<file path="src/rtl/fp_div_pkg.sv">
// Shared types and constants for the FP32 divide datapath.
package fp_div_pkg;

    localparam int MANT_W  = 24;
    localparam int EXP_W   = 8;
    localparam int FP_BIAS = 127;

    typedef enum logic [1:0] {
        CLS_ZERO = 2'd0,
        CLS_NORM = 2'd1,
        CLS_INF  = 2'd2,
        CLS_NAN  = 2'd3
    } fp_cls_t;

    typedef struct packed {
        logic invalid;
        logic div_by_zero;
        logic overflow;
        logic underflow;
    } fp_flags_t;

    localparam logic [31:0] QNAN = 32'h7FC0_0000;
    localparam logic [31:0] PINF = 32'h7F80_0000;

endpackage

</file>
<file path="src/rtl/fp_div_round.sv">
// Round-to-nearest-even increment on a normalized mantissa, with carry-out.
module fp_div_round
    import fp_div_pkg::*;
#(
    parameter int MW = MANT_W
) (
    input  logic [MW-1:0] mant_i,
    input  logic          guard_i,
    input  logic          sticky_i,
    output logic [MW-1:0] mant_r_o,
    output logic          carry_o
);

    logic inc;

    // Exact ties (guard set, nothing below) round only when that makes the lsb even.
    assign inc = guard_i & (sticky_i | mant_i[0]);
    assign {carry_o, mant_r_o} = {1'b0, mant_i} + {{MW{1'b0}}, inc};

endmodule

</file>
<file path="src/rtl/fp_div_norm_round.sv">
// FP32 divide back end: normalize/special-resolve, then round/pack, with valid/ready.
// Define FP_DIV_RNE_EN for round-to-nearest-even; otherwise results are truncated.
module fp_div_norm_round
    import fp_div_pkg::*;
#(
    parameter int MW   = MANT_W,
    parameter int EW   = EXP_W,
    parameter int BIAS = FP_BIAS
) (
    input  logic          clk,
    input  logic          rst,
    input  logic          in_valid,
    output logic          in_ready,
    input  logic          in_sign,
    input  logic [EW-1:0] in_exp_a,
    input  logic [EW-1:0] in_exp_b,
    input  logic [1:0]    in_cls_a,
    input  logic [1:0]    in_cls_b,
    input  logic [MW+1:0] in_quot,
    input  logic [MW:0]   in_rem,
    output logic          out_valid,
    input  logic          out_ready,
    output logic [31:0]   out_result,
    output logic [3:0]    out_flags
);

    localparam int XW = EW + 2;
    typedef logic signed [XW-1:0] exp_t;

    fp_cls_t   cls_a, cls_b;
    logic      adv;
    logic      guard_d, sticky_d, special_d;
    logic [MW-1:0] mant_d;
    exp_t      exp_d;
    logic [31:0] spec_res_d;
    fp_flags_t spec_flags_d;

    logic      s1_valid_q, s1_sign_q, s1_special_q;
    logic [MW-1:0] s1_mant_q;
    exp_t      s1_exp_q;
    logic [31:0] s1_spec_res_q;
    fp_flags_t s1_spec_flags_q;

    logic [MW-1:0] mant_r;
    logic      carry;
    exp_t      exp_r;
    logic [31:0] result_d;
    fp_flags_t flags_d;

    logic      out_valid_q;
    logic [31:0] out_result_q;
    fp_flags_t out_flags_q;

    assign cls_a    = fp_cls_t'(in_cls_a);
    assign cls_b    = fp_cls_t'(in_cls_b);
    assign adv      = !out_valid_q || out_ready;
    assign in_ready = adv;

    // NOTE: every always_comb output gets a default first so no path infers a latch.
    always_comb begin
        mant_d   = in_quot[MW:1];
        guard_d  = in_quot[0];
        sticky_d = |in_rem;
        exp_d    = exp_t'({2'b00, in_exp_a}) - exp_t'({2'b00, in_exp_b}) + exp_t'(BIAS);
        if (in_quot[MW+1]) begin
            mant_d   = in_quot[MW+1:2];
            guard_d  = in_quot[1];
            sticky_d = in_quot[0] | (|in_rem);
        end else begin
            exp_d = exp_d - exp_t'(1);
        end
    end

    always_comb begin
        special_d    = 1'b1;
        spec_res_d   = 32'h0;
        spec_flags_d = '0;
        if (cls_a == CLS_NAN || cls_b == CLS_NAN ||
            (cls_a == CLS_ZERO && cls_b == CLS_ZERO) ||
            (cls_a == CLS_INF && cls_b == CLS_INF)) begin
            spec_res_d           = QNAN;
            spec_flags_d.invalid = 1'b1;
        end else if (cls_b == CLS_ZERO) begin
            spec_res_d               = {in_sign, PINF[30:0]};
            spec_flags_d.div_by_zero = 1'b1;
        end else if (cls_a == CLS_INF) begin
            spec_res_d = {in_sign, PINF[30:0]};
        end else if (cls_a == CLS_ZERO || cls_b == CLS_INF) begin
            spec_res_d = {in_sign, 31'h0};
        end else begin
            special_d = 1'b0;
        end
    end

    always_ff @(posedge clk) begin
        if (rst) s1_valid_q <= 1'b0;
        else if (adv) s1_valid_q <= in_valid;
    end

    // NOTE: datapath registers are not reset; the stage valid bits qualify them.
    always_ff @(posedge clk) begin
        if (adv && in_valid) begin
            s1_sign_q       <= in_sign;
            s1_mant_q       <= mant_d;
            s1_exp_q        <= exp_d;
            s1_special_q    <= special_d;
            s1_spec_res_q   <= spec_res_d;
            s1_spec_flags_q <= spec_flags_d;
        end
    end

`ifdef FP_DIV_RNE_EN
    logic s1_guard_q, s1_sticky_q;

    always_ff @(posedge clk) begin
        if (adv && in_valid) begin
            s1_guard_q  <= guard_d;
            s1_sticky_q <= sticky_d;
        end
    end

    fp_div_round #(.MW(MW)) u_round (
        .mant_i   (s1_mant_q),
        .guard_i  (s1_guard_q),
        .sticky_i (s1_sticky_q),
        .mant_r_o (mant_r),
        .carry_o  (carry)
    );
`else
    logic unused_gs;
    assign unused_gs = guard_d ^ sticky_d;
    assign mant_r    = s1_mant_q;
    assign carry     = 1'b0;
`endif

    // The hidden bit is implied by the packed format.
    logic unused_hidden;
    assign unused_hidden = mant_r[MW-1];

    always_comb begin
        exp_r    = s1_exp_q + exp_t'({{(XW-1){1'b0}}, carry});
        result_d = {s1_sign_q, exp_r[EW-1:0], mant_r[MW-2:0]};
        flags_d  = '0;
        if (s1_special_q) begin
            result_d = s1_spec_res_q;
            flags_d  = s1_spec_flags_q;
        end else if (exp_r >= exp_t'((1 << EW) - 1)) begin
            result_d         = {s1_sign_q, PINF[30:0]};
            flags_d.overflow = 1'b1;
        end else if (exp_r <= exp_t'(0)) begin
            result_d          = {s1_sign_q, 31'h0};
            flags_d.underflow = 1'b1;
        end
    end

    always_ff @(posedge clk) begin
        if (rst) begin
            out_valid_q  <= 1'b0;
            out_result_q <= 32'h0;
            out_flags_q  <= '0;
        end else if (adv) begin
            out_valid_q <= s1_valid_q;
            if (s1_valid_q) begin
                out_result_q <= result_d;
                out_flags_q  <= flags_d;
            end
        end
    end

    assign out_valid  = out_valid_q;
    assign out_result = out_result_q;
    assign out_flags  = out_flags_q;

endmodule

</file>
<file path="config.mk">
export PLATFORM = sky130hd
export DESIGN_NAME = fp_div_norm_round
export DESIGN_NICKNAME = d
export VERILOG_FILES = /design/src/rtl/fp_div_pkg.sv /design/src/rtl/fp_div_round.sv /design/src/rtl/fp_div_norm_round.sv
export SDC_FILE = /design/constraint.sdc
export NUM_CORES = 1
export LEC_CHECK = 0
export ABC_AREA = 1
export CORE_AREA = 2 2 81 83
export CTS_BUF_LIST = sky130_fd_sc_hd__clkbuf_8
export DETAILED_ROUTE_END_ITERATION = 10
export DIE_AREA = 0 0 83 85
export DONT_BUFFER_PORTS = 1
export HOLD_SLACK_MARGIN = 0.06
export PLACE_DENSITY_LB_ADDON = 0.2
export SYNTH_ARGS = -nofsm -noshare
export SYNTH_HDL_FRONTEND = slang
export SYNTH_SLANG_ARGS = --single-unit
</file>
<file path="constraint.sdc">
create_clock -name clk -period 7.3 [get_ports clk]
set_input_delay 1.095 -clock clk [delete_from_list [all_inputs] [get_ports clk]]
set_output_delay 1.095 -clock clk [all_outputs]
set_load 0.01 [all_outputs]
</file>
==> out/results.tsv, run 1 <==
metric	value	unit
run_status	finished, final reports clean	
dieWidth	83	um
post_cts_buffers	0	
max-vdd-ir-drop	169	uV
grt_max_degree	41	
antenna_found_initial	0	
drive_gt1_share	9.05	%
routed_wl	7680	um
r2r_cells	9	
ctsHoldBuffers	0	
numPortBuffers	0	
cp.arrival	3.07	ns
final_cells	552	
vias	3066	
overflow	0	
grt_pass1_wl	12900	um
finalHoldViolCount	0	
cts_buffer_depth	2	
synth_nets	564	
cts_tree	built	
yosysUniqueCellTypes	29	
setup_viol	0	
syn_inst	477	
cts_buffers	9	
coreArea	6200	um^2
critPathLaunchType	primary input	
hold_depth	2	
tightest_slew	0.985	ns
power_leakage	1.73	nW
cts-resized-gates	0	
critPathMaxFanout	4	
die_h	85	um
hold_ws	0.468	ns
synth_area	3870	um^2
rsz0062_at_grt	false	
drtIter0Drc	155	
dieArea	7060	um^2
postRouteAntennaNets	0	
finalCritPeriodShare	40.5	%
track_usage	22.6	%
antenna_cells	0	
placedCellCount	536	
min_period	2.96	ns
slew_violations	0	
yosys_warnings	0	
post-dp-hpwl	5330	um
final_area	4130	um^2
clock_sink_count	78	
required	7.41	ns
placed_area	3910	um^2
cts-root-buf	clkbuf_8	
drc	0	
drtPass1Iterations	4	
path_clk_slew	0.09	ns
layout_commonest_cell	nand2_1	
min-delay-path-class	reg -> reg	
syn_area_per_cell	8.12	um^2
criticalPathCategory	in -> reg	
mostFrequentLayoutCells	nand2_1, inv_1, edfxtp_1	
power.density	243	nW/um^2
ys_seq_elements	78	
areaGrowthSynthToFinish	6.62	%
avgViaCountPerCell	5.55	
clock.fmax	338	MHz
start_util	62.4	%
grt_pass1_vias	2911	
clk_latency	0.35	ns
totalPowerFinal	1.00	mW
finClkSkew	0.0164	ns
pin_count	114	
cp-end-kind	flop	
maxCapViolations	0	
ys_seq_area_share	50.7	%
rows	29	
setup-tns-final	0	ns
wl_per_cell	13.9	um
h-tree-depth	3	
fin_nets	557	
relSlewSlack	34.2	%
place.gp.congestion	0.793	
-- registers in the layout, summed over array words and instances (netlist names), 2 cells and up --
| name | count |
|---|---|
| s1_exp_q | 10 |
| out_flags | 4 |
| mant_r | 23 |
| s1_spec_res_q | 3 |
| s1_spec_flags_q | 2 |
| out_result | 32 |
-- stage by stage --
step / utilization [%] / worst slack, ns
floorplan: - / 4.19
global placement: 63.0 / 4.04
detailed placement: 63.0 / 3.96
CTS: 66.5 / 4.33
global route: 66.5 / 4.06
finish: 66.5 / 4.34
-- cell type report --
class / instances / area [um^2]
multi-input combinational: 337 / 1680
fill: 514 / 2080
tap: 77 / 96.3
sequential: 78 / 1960
clock inverter: 7 / 96.3
inverter: 42 / 158
timing repair buffer: 2 / 15.0
clock buffer: 9 / 124
-- cells by family after synthesis --
family	after synthesis	share of synthesized area, %
DFF	78	50.7
AOI/OAI and AO/OA	54	7.85
and+or+nand+nor	266	30.3
buffers and inverters	62	6.11
adders and majority gates	11	3.75
xor gates and xnor gates	6	1.36
-- cells in the mapped netlist --
| library cell | n | area (um^2) |
|---|---|---|
| nor4_1 | 1 | 6.26 |
| inv_2 | 3 | 11.3 |
| a21oi_1 | 31 | 155 |
| or2_4 | 1 | 8.76 |
| dfxtp_1 | 38 | 761 |
| nor3b_1 | 1 | 7.51 |
| xnor2_1 | 6 | 52.6 |
| a31oi_1 | 10 | 62.6 |
| a21o_1 | 2 | 15.0 |
| nor3_1 | 2 | 10.0 |
| nand3_1 | 34 | 170 |
| fa_1 | 1 | 20.0 |
| nand3_2 | 2 | 20.0 |
| o21ai_0 | 6 | 30.0 |
| edfxtp_1 | 40 | 1200 |
| a22oi_1 | 2 | 15.0 |
| nand4_1 | 23 | 144 |
| buf_1 | 4 | 15.0 |
| inv_1 | 39 | 146 |
| nor2_2 | 6 | 37.5 |
| clkbuf_1 | 13 | 48.8 |
| or3_1 | 2 | 12.5 |
| ha_1 | 10 | 125 |
| nand2_1 | 163 | 612 |
| buf_2 | 3 | 15.0 |
| nor2_1 | 20 | 75.1 |
| a21oi_2 | 2 | 17.5 |
| a2bb2oi_1 | 1 | 8.76 |
| nand2_2 | 11 | 68.8 |
-- power breakdown --
part	internal [mW]	switching (mW)
Sequential	0.494	0.0166
Clock	0.194	0.160
Combinational	0.0471	0.0934
-- worst paths after layout --
| kind | startpoint | slack [ns] | endpoint |
|---|---|---|---|
| hold reg to reg | s1_valid_q$_SDFFE_PP0N_ | 0.47 | s1_valid_q$_SDFFE_PP0N_ |
| setup reg to reg | out_valid$_SDFFE_PP0N_ | 5.12 | out_result[27]$_SDFFE_PP0P_ |
| hold / removal | s1_valid_q$_SDFFE_PP0N_ | 0.47 | s1_valid_q$_SDFFE_PP0N_ |
| setup / recovery | in_exp_a[0] | 4.34 | s1_exp_q[8]$_DFFE_PP_ |
-- worst max-delay path: stages --
cell,delay [ns]
inv_1,0.02
ha_1,0.18
inv_1,0.09
fa_1,0.42
inv_1,0.11
ha_1,0.17
inv_1,0.06
nand3_1,0.09
nand2_2,0.09
nor2_1,0.10
nand3_1,0.12
nor2_1,0.13
nand2_1,0.10
nor2_2,0.11
nand2_1,0.06
nand2_1,0.06
nand2_1,0.05
-- metal layers --
| layer | vias to the layer above | track usage (%) | part of all wire [%] |
|---|---|---|---|
| li1 | 1572 | - | - |
| met1 | 1388 | 25.6 | 41 |
| met2 | 92 | 39.5 | 51 |
| met3 | 14 | 5.93 | 6.0 |
| met4 | 0 | 11.6 | 2.3 |
| met5 | - | 0 | 0 |
(Power assumes the default switching activity.)
==> run 2, diff against run 1 <==
==> constraint.sdc (replaced) <==
create_clock -name clk -period 3.05 [get_ports clk]
set_input_delay 0.4575 -clock clk [delete_from_list [all_inputs] [get_ports clk]]
set_output_delay 0.4575 -clock clk [all_outputs]
set_load 0.01 [all_outputs]
==> out/results.tsv, run 2 (synthesized netlist as in run 1, its figures left out) <==
metric	value	unit	change
swShare	27.9	%	+1.0 points
finClkSkew	0.0212	ns	+0.00474 ns
placed_area	3920	um^2	+0.38%
ff2ff_setup_slack	1.18	ns	-3.94 ns
setup-tns-final	0	ns	unchanged
run_status	finished, final reports clean		
place.gp.congestion	0.791		-0.29%
track_usage	22.0	%	-0.64 points
fin_ws	0.741	ns	-3.60 ns
register_area	1960	um^2	unchanged
hold_ws	0.159	ns	-0.309 ns
dieArea	7060	um^2	unchanged
maxCapViolations	0		unchanged
path_clk_slew	0.09	ns	about the same
grt_max_degree	41		unchanged
h-tree-depth	3		unchanged
antenna_found_initial	0		unchanged
coreArea	6200	um^2	unchanged
multi_input_area	1680	um^2	unchanged
areaGrowthSynthToFinish	5.78	%	
cp.arrival	2.41	ns	-0.66 ns
finalHoldViolCount	0		unchanged
post-dp-hpwl	5220	um	-2.1%
r2r_cells	9		unchanged
p_comb_share	15.0	%	+1.0 points
power_leakage	1.73	nW	about the same
overflow	0		unchanged
cts-root-buf	clkbuf_8		
rsz0062_at_grt	false		
min-delay-path-class	in -> reg		
drtIter0Drc	168		+8.4%
relSlewSlack	45.5	%	+11 points
cp-end-kind	flop		
dieWidth	83	um	unchanged
mostFrequentLayoutCells	nand2_1, inv_1, edfxtp_1		
ctsHoldBuffers	0		unchanged
whs_endpoint	out_result[7]$_SDFFE_PP0P_		
post_cts_buffers	0		unchanged
fin_nets	559		+0.36%
setup_viol	0		unchanged
criticalPathCategory	in -> reg		
worstReg2RegStart	out_valid$_SDFFE_PP0N_		
seq_power_share	54.7	%	+3.9 points
finalCritPeriodShare	75.7	%	
power.density	546	nW/um^2	+120%
fill_cells	521		+1.4%
tightest_slew	0.815	ns	-0.170 ns
critPathLaunchType	primary input		
hold_depth	1		-1
largest_register_ffs	32		unchanged
numPortBuffers	0		unchanged
reg2reg_to	out_result[30]$_SDFFE_PP0P_		
p_int	1.61	mW	+120%
antenna_cells	0		unchanged
wl_per_cell	13.5	um	-3.0%
postRouteAntennaNets	0		unchanged
drive_gt1_share	9.43	%	+0.38 points
avgViaCountPerCell	5.58		+0.42%
required	3.15	ns	-4.26 ns
power_frac_clock	30.3	%	-4.9 points
die_h	85	um	unchanged
grt_pass1_wl	12500	um	-3.3%
grt_pass1_vias	2818		-3.2%
drc	0		unchanged
min_period	2.31	ns	
rows	29		unchanged
routed_wl	7480	um	-2.6%
cts_buffers	9		unchanged
switching_power	0.624	mW	+130%
pre_cts_slack	0.373	ns	-3.59 ns
critPathMaxFanout	4		unchanged
drtPass1Iterations	4		unchanged
start_util	62.4	%	unchanged
clock_sink_count	78		unchanged
clk_latency	0.35	ns	about the same
cts_buffer_depth	2		unchanged
slew_violations	0		unchanged
layout_commonest_cell	nand2_1		
max-vdd-ir-drop	298	uV	+77%
clock.fmax	433	MHz	
vias	3090		+0.78%
cts_tree	built		
final_area	4100	um^2	-0.79%
worstHoldStart	rst		
pin_count	114		unchanged
cts-resized-gates	0		unchanged
run 2: worst max-delay path by stage:
stage / startpoint / end / cells after the start
4_1_cts: in_exp_a[0] / s1_exp_q[8]$_DFFE_PP_ / 17
5_1_grt: in_exp_a[0] / s1_exp_q[8]$_DFFE_PP_ / 17
3_3_place_gp: in_exp_a[0] / s1_exp_q[7]$_DFFE_PP_ / 17
6_report: in_exp_a[0] / s1_exp_q[8]$_DFFE_PP_ / 17
3_5_place_dp: in_exp_a[0] / s1_exp_q[8]$_DFFE_PP_ / 17
2_1_floorplan: in_exp_a[0] / s1_exp_q[7]$_DFFE_PP_ / 17
run 2: power by group through the flow:
stage	registers [mW]	logic (mW)	clock network (mW)
after floorplan	1.23	0.290	0
after global placement	1.24	0.325	0
after detailed placement	1.25	0.337	0
after CTS	1.22	0.338	0.693
after global routing	1.23	0.388	0.733
final	1.22	0.335	0.678
run 2: critical path, cell delays in order:
cell	delay (ns)
inv_1	0.02
ha_1	0.18
inv_1	0.10
fa_1	0.42
inv_1	0.11
ha_1	0.17
inv_1	0.06
nand3_1	0.09
nand2_2	0.09
nor2_1	0.10
nand3_1	0.12
nor2_1	0.12
nand2_1	0.09
nor2_2	0.11
nand2_1	0.06
nand2_1	0.06
nand2_1	0.05
run 2: area by class of cell:
type / instances / area share (%)
Clock inverter: 6 / 0.855
Timing Repair Buffer: 4 / 0.733
Clock buffer: 10 / 3.36
Multi-Input combinational cell: 337 / 41.0
Sequential cell: 78 / 47.9
Inverter: 42 / 3.85
Tap cell: 77 / 2.35
run 2: per-layer routing:
| layer | GRT usage [%] | share of wire, % | vias to the layer above |
|---|---|---|---|
| met1 | 26.0 | 42 | 1409 |
| met2 | 38.0 | 50 | 89 |
| li1 | - | - | 1578 |
| met5 | 0 | 0 | - |
| met4 | 9.99 | 2.2 | 0 |
| met3 | 5.35 | 5.8 | 14 |
run 2: per-stage QoR:
| step | cells | util [%] | power (mW) |
|---|---|---|---|
| finish | 554 | 66.0 | 2.23 |
| global route | 554 | 66.0 | 2.35 |
| CTS | 554 | 66.0 | 2.25 |
| detailed placement | 538 | 63.2 | 1.58 |
| global placement | 538 | 63.2 | 1.57 |
| floorplan | 477 | - | 1.52 |
